==> src/rtl/mem_port_arbiter.sv <==
`default_nettype none
// +---------------------------------------------------------------------------+
// | Module : mem_port_arbiter                                                 |
// | Shares one single-port memory between fetch and load/store, with          |
// | load/store priority, bounded fetch starvation and an access watchdog.     |
// | Rev    : 1.0                                                              |
// +---------------------------------------------------------------------------+
module mem_port_arbiter #(
    parameter int ADDR_W     = 32,
    parameter int DATA_W     = 32,
    parameter int MAX_LS_RUN = 2,
    parameter int TIMEOUT    = 16
) (
    input  logic              clk,
    input  logic              reset,
    input  logic              if_req,
    input  logic [ADDR_W-1:0] if_addr,
    output logic [DATA_W-1:0] if_rdata,
    output logic              if_done,
    input  logic              ls_req,
    input  logic              ls_we,
    input  logic [ADDR_W-1:0] ls_addr,
    input  logic [DATA_W-1:0] ls_wdata,
    output logic [DATA_W-1:0] ls_rdata,
    output logic              ls_done,
    output logic              err,
    output logic              busy,
    output logic              mem_req,
    output logic              mem_we,
    output logic [ADDR_W-1:0] mem_addr,
    output logic [DATA_W-1:0] mem_wdata,
    input  logic [DATA_W-1:0] mem_rdata,
    input  logic              mem_rdy
);

    localparam int RUN_W = (MAX_LS_RUN < 1) ? 1 : $clog2(MAX_LS_RUN + 1);
    localparam int WD_W  = $clog2(TIMEOUT);
    localparam logic [RUN_W-1:0] C_RUN_MAX = RUN_W'(MAX_LS_RUN);
    localparam logic [WD_W-1:0]  C_WD_LAST = WD_W'(TIMEOUT - 1);

    typedef enum logic [1:0] {
        S_IDLE    = 2'd0,
        S_BUSY_IF = 2'd1,
        S_BUSY_LS = 2'd2,
        S_DONE    = 2'd3
    } state_t;

    state_t            r_state;
    logic [RUN_W-1:0]  r_run_cnt;
    logic [WD_W-1:0]   r_wd_cnt;
    logic              r_mem_req;
    logic              r_mem_we;
    logic [ADDR_W-1:0] r_mem_addr;
    logic [DATA_W-1:0] r_mem_wdata;
    logic [DATA_W-1:0] r_if_rdata;
    logic [DATA_W-1:0] r_ls_rdata;
    logic              r_if_done;
    logic              r_ls_done;
    logic              r_err;
    logic              r_busy;

    logic w_grant_ls;
    logic w_grant_if;

    // Fetch wins a tie only once load/store has used up its run allowance.
    assign w_grant_ls = ls_req && (!if_req || (r_run_cnt != C_RUN_MAX));
    assign w_grant_if = if_req && !w_grant_ls;

    always_ff @(posedge clk or negedge reset) begin
        if (!reset) begin
            r_state     <= S_IDLE;
            r_run_cnt   <= '0;
            r_wd_cnt    <= '0;
            r_mem_req   <= 1'b0;
            r_mem_we    <= 1'b0;
            r_mem_addr  <= '0;
            r_mem_wdata <= '0;
            r_if_rdata  <= '0;
            r_ls_rdata  <= '0;
            r_if_done   <= 1'b0;
            r_ls_done   <= 1'b0;
            r_err       <= 1'b0;
            r_busy      <= 1'b0;
        end else begin
            case (r_state)
                S_IDLE: begin
                    r_wd_cnt <= '0;
                    if (w_grant_ls) begin
                        r_state     <= S_BUSY_LS;
                        r_mem_req   <= 1'b1;
                        r_mem_we    <= ls_we;
                        r_mem_addr  <= ls_addr;
                        r_mem_wdata <= ls_wdata;
                        r_busy      <= 1'b1;
                        r_run_cnt   <= if_req ? (r_run_cnt + RUN_W'(1)) : '0;
                    end else if (w_grant_if) begin
                        r_state     <= S_BUSY_IF;
                        r_mem_req   <= 1'b1;
                        r_mem_we    <= 1'b0;
                        r_mem_addr  <= if_addr;
                        r_mem_wdata <= '0;
                        r_busy      <= 1'b1;
                        r_run_cnt   <= '0;
                    end
                end
                S_BUSY_IF, S_BUSY_LS: begin
                    r_wd_cnt <= r_wd_cnt + WD_W'(1);
                    // A response in the watchdog's last cycle still counts as success.
                    if (mem_rdy || (r_wd_cnt == C_WD_LAST)) begin
                        r_state   <= S_DONE;
                        r_mem_req <= 1'b0;
                        r_mem_we  <= 1'b0;
                        r_err     <= !mem_rdy;
                        if (r_state == S_BUSY_IF) begin
                            r_if_done  <= 1'b1;
                            r_if_rdata <= mem_rdy ? mem_rdata : '0;
                        end else begin
                            r_ls_done  <= 1'b1;
                            r_ls_rdata <= (mem_rdy && !r_mem_we) ? mem_rdata : '0;
                        end
                    end
                end
                S_DONE: begin
                    r_state   <= S_IDLE;
                    r_if_done <= 1'b0;
                    r_ls_done <= 1'b0;
                    r_err     <= 1'b0;
                    r_busy    <= 1'b0;
                end
                default: r_state <= S_IDLE;
            endcase
        end
    end

    assign mem_req   = r_mem_req;
    assign mem_we    = r_mem_we;
    assign mem_addr  = r_mem_addr;
    assign mem_wdata = r_mem_wdata;
    assign if_rdata  = r_if_rdata;
    assign ls_rdata  = r_ls_rdata;
    assign if_done   = r_if_done;
    assign ls_done   = r_ls_done;
    assign err       = r_err;
    assign busy      = r_busy;

endmodule
`default_nettype wire

==> config.mk <==
export PLATFORM = sky130hd
export DESIGN_NAME = mem_port_arbiter
export DESIGN_NICKNAME = d
export VERILOG_FILES = /design/src/rtl/mem_port_arbiter.sv
export SDC_FILE = /design/constraint.sdc
export NUM_CORES = 1
export LEC_CHECK = 0
export CAP_MARGIN = 20
export CORE_MARGIN = 5
export CORE_UTILIZATION = 45
export DETAILED_ROUTE_END_ITERATION = 10
export GPL_ROUTABILITY_DRIVEN = 0
export MAX_ROUTING_LAYER = met4
export PLACE_DENSITY = 0.86
export RECOVER_POWER = 50
export SLEW_MARGIN = 40
export SYNTH_ARGS = -nofsm -noshare
export SYNTH_HDL_FRONTEND = slang
export SYNTH_SLANG_ARGS = --single-unit
==> constraint.sdc <==
create_clock -name clk -period 2.79 [get_ports clk]
set_input_delay 0.4185 -clock clk [delete_from_list [all_inputs] [get_ports clk]]
set_output_delay 0.4185 -clock clk [all_outputs]
set_load 0.01 [all_outputs]
# After elaboration in Yosys (flattened, before gate mapping)
# Cells that the tools add are included.
[op_classes] shifts=0 n_reduce_logical=24 n_lt_le_gt_ge=0 n_eq_ne=9 addsub=2 n_mux=30 n_mul=0 div_mod_pow=0 bitwise=1
[op_table] cell="$mux 32" n=6
[op_table] cell="$reduce_and 3->1" n=5
[op_table] cell="$mux 2" n=6
[op_table] cell="$pmux 1 s2" n=6
[op_table] cell="$mux 1" n=10
[op_table] cell="$ne 2x2->1 const B" n=4
[op_table] cell="$pmux 4 s2" n=1
[op_table] cell="$reduce_and 2->1" n=4
[op_table] cell="$reduce_bool 2->1" n=4
[op_table] cell="$pmux 2 s3" n=1
[op_table] cell="$add 4x1->4 const B" n=1
[op_table] cell="$eq 2x2->1 const B" n=2
[op_table] cell="$eq 4x4->1 const B" n=1
[op_table] cell="$logic_not 1->1" n=4
[op_table] cell="$logic_and 1x1->1" n=3
[op_table] cell="$ne 3x3->1 const B" n=1
[op_table] cell="$add 2x1->2 const B" n=1
[op_table] cell="$eq 2x1->1 const B" n=1
[op_table] cell="$logic_not 2->1" n=1
[op_table] cell="$logic_or 1x1->1" n=2
[op_table] cell="$reduce_or 2->1" n=1
[op_table] cell="$not 1->1" n=1
[totals] wordCells=79 romBits=0 ff_bits=142 inputBits=134 mem_bits_rw=0 latchBits=0 memories=0 output_inout_bits=134

# Longest topological paths before layout
[depth] ltp_word=8 ltp_mapped=8 mapped_depth_nobuf=5

# Worst setup path before layout
# No wires, ideal clock.
[synth_path] path_type="flip-flop to flip-flop" startpoint="register r_state[0]" endpoint="register r_mem_we (netlist: mem_we)" path_stages_with_launch=7 t_required_ns=2.665 synth_period_minus_slack_ns=1.727 path_buffers=1 arrival_ns=1.602 slack_ns=1.063 setup_ns=0.125 cell_sequence="dfrtp_1 > inv_1 > ha_1 > clkbuf_1 > nor2_1 > a211oi_1 > mux2_2"
[synth_via] elab_chain_len=4 word_cells_on_any_way=9 classes_between="4 x eq/ne; 1 x mux; 4 x reduce/logical"
[synth_lines] item="start: declaration" line_no="48" rtl="state_t r_state;"
[synth_lines] item="start signal: assignment" line_no="71" rtl="r_state <= S_IDLE;"
[synth_lines] item="start signal: assignment" line_no="89" rtl="r_state <= S_BUSY_LS;"
[synth_lines] item="start signal: assignment" line_no="97" rtl="r_state <= S_BUSY_IF;"
[synth_lines] item="$eq 2x1->1 or $eq 2x2->1 (tied branches)" line_no="85" rtl="case (r_state)"
[synth_lines] item="$reduce_or 2->1" line_no="85"
[synth_lines] item="$ne 2x2->1 (no source line) or $reduce_bool 2->1 (tied branches)"
[synth_lines] item="$reduce_and 3->1 (no source line)"
[synth_lines] item="end signal: assignment" line_no="91" rtl="r_mem_we <= ls_we;"
[synth_lines] item="end: declaration" line_no="52" rtl="logic r_mem_we;"
# Several ways; a longest one is shown, not always the timed one.
# A chain may end at the register's enable or synchronous reset.

# Final worst setup path
[layout_path] startpoint="input port ls_req" endpoint="register r_mem_wdata[7] (netlist: mem_wdata[7])"
[layout_via] elab_chain_len=5 word_cells_on_any_way=6 classes_between="1 x mux; 5 x reduce/logical"
[layout_lines] item="start: declaration" line_no="20" rtl="input logic ls_req,"
[layout_lines] item="$logic_and 1x1->1 *" line_no="66" rtl="assign w_grant_ls = ls_req && (!if_req || (r_run_cnt != C_RUN_MAX));"
[layout_lines] item="$logic_not 1->1" line_no="67" rtl="assign w_grant_if = if_req && !w_grant_ls;"
[layout_lines] item="$logic_and 1x1->1" line_no="67"
[layout_lines] item="$reduce_bool 2->1 (no source line)"
[layout_lines] item="$reduce_and 2->1 (no source line)"
[layout_lines] item="end signal: assignment" line_no="93" rtl="r_mem_wdata <= ls_wdata;"
[layout_lines] item="end: declaration" line_no="54" rtl="logic [DATA_W-1:0] r_mem_wdata;"
# Mark *: on every way between the ends. The rest lies on a longest branch, timed or not.

==> flow_metrics.py <==
metrics = {
    "cts": {
        "ctsRootBufferMaster": "clkbuf_16",
        "htreeDepth": 4,
        "clock-sinks": 142,
        "cts.path.max_buffers": 2,
        "cts_resized": 0,
        "numCtsBuffers": 17,
        "cts_setup_buffers": 0,
        "clock_latency_ns": 0.41,
        "cts_tree": "yes",
        "path_clk_slew_ns": 0.06,
    },
    "timing": {
        "fin_crit_sh": 0.8745,
        "period_minus_slack_ns": 2.440,
        "rsz0062_at_grt": "false",
        "skew_ns": 0.004617,
        "setup_viol": 0,
        "hold_viol_final": 0,
        "worstMarginPinSlew_ns": 1.436,
        "fmax_mhz": 409.9,
        "slew_headroom": 0.04254,
        "drv_slew": 0,
        "setup-tns-final_ns": 0,
        "finalWorstSetupSlack_ns": 0.3501,
    },
    "layout": {
        "fin_cells": 954,
        "n_antenna_cell": 0,
        "area_growth_pct": 58.35,
        "layout.nets": 906,
        "design_area_sq_mm": 0.009443,
        "n_fill_cell": 866,
        "drive_above_1_share": 0.06298,
    },
    "setup_path": {
        "slowest_delay_ns": 1.05,
        "crit_fanout": 32,
        "crit_chain": "clkdlybuf4s50_1, a21boi_4, and2_0, clkbuf_1, a22o_1",
        "cp.arrival_ns": 2.78,
        "startpoint_type": "input port",
        "required_ns": 3.13,
        "rr_worst_depth": 5,
        "crit_type": "input port to register",
        "cp_slowest_cell": "clkbuf_1",
        "reg2reg_from": "r_state[1]$_DFFE_PN0P_",
        "end_kind": "register",
        "r2r-end": "mem_wdata[7]$_DFFE_PN0P_",
        "r2r_setup_slack_ns": 0.35,
    },
    "yosys": {
        "ys_top_cells_by_area": "dfrtp_1 60%, mux2i_1 11%, a22o_1 9.4%, nand2_1 4.5%, o21ai_0 3.4%",
        "syn_area_per_cell_sq_um": 11.88,
        "syn_inst": 502,
        "synth_top_cell_by_area": "dfrtp_1",
        "yosysWarnings": 0,
        "seq_area_frac_synth": 0.5959,
        "synth_top_area_frac": 0.5959,
        "syn_nets": 643,
        "synth_area_sq_mm": 0.005963,
        "yosys_register_bits": 142,
        "ys_types": 34,
    },
    "global_routing": {
        "overflow": 0,
        "grt_pass1_wl_mm": 27.77,
        "grt_usage": 0.2306,
        "grt_pass1_vias": 5260,
        "grt_max_degree": 71,
        "antenna_found_initial": 0,
    },
    "floorplan": {
        "die_h_um": 125.1,
        "dieWidth_um": 125.1,
        "die_area_sq_mm": 0.01565,
        "ios": 268,
        "core_area_sq_mm": 0.01314,
        "rows": 42,
        "start_util": 0.4539,
    },
    "flow_run": {
        "maxCapViolations": 0,
    },
    "route": {
        "drt_iter0_markers": 221,
        "first_pass_iters": 5,
        "drc": 0,
        "vias": 4981,
        "ant_nets": 0,
        "viasPerCell": 5.221,
        "wl_mm": 17.64,
        "drt-wirelength-per-cell_um": 18.49,
    },
    "status": {
        "status": "complete, no violations",
    },
    "power_and_ir_drop": {
        "p_per_area_mw_per_mm2": 1154,
        "power_mw": 10.90,
        "leakagePower_nw": 4.260,
        "vdd_drop_max_mv": 0.7436,
    },
    "placement": {
        "place_ws_ns": 0.5264,
        "dp.cells": 921,
        "dp_hpwl_mm": 13.07,
        "placed_area_sq_mm": 0.008767,
        "port_buffers": 267,
    },
    "min_path": {
        "hold_path_class": "register to register",
        "holdPathEnd": "mem_addr[6]$_DFFE_PN0P_",
        "hold_depth": 2,
        "min-delay-start": "mem_addr[6]$_DFFE_PN0P_",
    },
}
metrics by stage:
stage | utilization | hold WS [ns]
final | 0.7188 | 0.4792
after global routing | 0.7188 | 0.5082
after CTS | 0.7207 | 0.4830
after detailed placement | 0.6673 | 0.3960
after global placement | 0.6673 | 0.3859
after floorplan | - | 0.1229
timing repair:
item | in CTS | in global routing
endpoints found under the setup margin | 0 | 0
hold endpoints to repair | 49 | 0
hold buffers | 1 | 0
cell families after synthesis:
group | synth area share
AOI/OAI and AO/OA | 0.1429
adders and majority gates | 0.01469
buffers and inverters | 0.06001
DFF | 0.5959
muxes | 0.1146
and+or+nand+nor | 0.07197
synth_stat cells:
library cell / n
dfrtp_1: 142
nand2_1: 72
mux2i_1: 66
a22o_1: 64
o21ai_0: 41
inv_1: 36
clkbuf_1: 14
buf_2: 10
ha_1: 7
nor2_1: 5
buf_4: 4
buf_6: 4
a21oi_1: 3
and2_1: 3
buf_8: 3
nand2b_1: 3
nand3_1: 3
nor2b_1: 3
and3_1: 2
mux2_2: 2
o32a_1: 2
a211oi_1: 1
a21boi_1: 1
a311o_1: 1
a31oi_1: 1
nand3b_1: 1
nor3_4: 1
nor3b_1: 1
nor4b_1: 1
o211ai_1: 1
o21a_1: 1
o21ai_1: 1
or3b_2: 1
or4_1: 1
per-layer routing:
layer	wire length, um	up-vias	GRT usage	share of wire
met5	0	-	-	0
met4	593	0	0.09821	0.034
met3	1686	41	0.07719	0.096
met2	8579	273	0.3739	0.49
met1	6781	2396	0.2625	0.38
li1	-	2271	-	-
worst max path at each step:
stage | from | to | slack (ns)
after floorplan | r_state[0]$_DFFE_PN0P_ | mem_we$_DFFE_PN0P_ | 1.06
after global placement | r_state[0]$_DFFE_PN0P_ | ls_rdata[17]$_DFFE_PN0P_ | 0.68
after detailed placement | r_state[0]$_DFFE_PN0P_ | ls_rdata[18]$_DFFE_PN0P_ | 0.53
after CTS | r_state[0]$_DFFE_PN0P_ | ls_rdata[5]$_DFFE_PN0P_ | 0.52
after global routing | r_state[1]$_DFFE_PN0P_ | mem_wdata[7]$_DFFE_PN0P_ | 0.18
final | ls_req | mem_wdata[7]$_DFFE_PN0P_ | 0.35
sequential cells by signal, summed over array words and instances, names as in the netlist, 2 cells and up:
| register | count |
|---|---|
| ls_rdata | 32 |
| mem_addr | 32 |
| if_rdata | 32 |
| mem_wdata | 32 |
| r_run_cnt | 2 |
| r_state | 2 |
| r_wd_cnt | 4 |
cell usage in the layout (no fill, tap or decap), types with 2 or more instances in the layout:
| master | n |
|---|---|
| a21oi_1 | 3 |
| a22o_1 | 64 |
| and2_1 | 2 |
| and3_1 | 2 |
| buf_4 | 8 |
| bufinv_16 | 6 |
| clkbuf_1 | 2 |
| clkbuf_16 | 17 |
| clkbuf_2 | 2 |
| clkbuf_8 | 4 |
| clkdlybuf4s50_1 | 232 |
| clkinv_2 | 2 |
| dfrtp_1 | 142 |
| dlygate4sd3_1 | 35 |
| ha_1 | 7 |
| inv_1 | 36 |
| mux2_2 | 2 |
| mux2i_1 | 66 |
| nand2_1 | 72 |
| nand2b_1 | 3 |
| nand3_1 | 3 |
| nor2_1 | 5 |
| nor2b_1 | 2 |
| o21ai_0 | 41 |
| o32a_1 | 2 |
worst max-delay path, delay by kind of cell:
kind / cells / cell delay, ns
and+or+nand+nor: 1 / 0.15
AOI/OAI and AO/OA: 2 / 0.56
buffers and inverters: 2 / 1.65
layout make-up:
class / count / area [sq um] / share of cell area
Sequential cell: 142 / 3553 / 0.3763
Inverter: 36 / 135.1 / 0.01431
Multi-Input combinational cell: 289 / 2077 / 0.2200
Clock inverter: 10 / 206.4 / 0.02186
Timing Repair Buffer: 279 / 2766 / 0.2930
Tap cell: 176 / 220.2 / 0.02332
Clock buffer: 22 / 484.2 / 0.05128
power by group:
| group | switching, mW | internal (mW) |
|---|---|---|
| Sequential | 0.586 | 3.02 |
| Combinational | 2.14 | 2.55 |
| Clock | 0.837 | 1.77 |
| Total | 3.56 | 7.33 |
(Power assumes the default switching activity.)
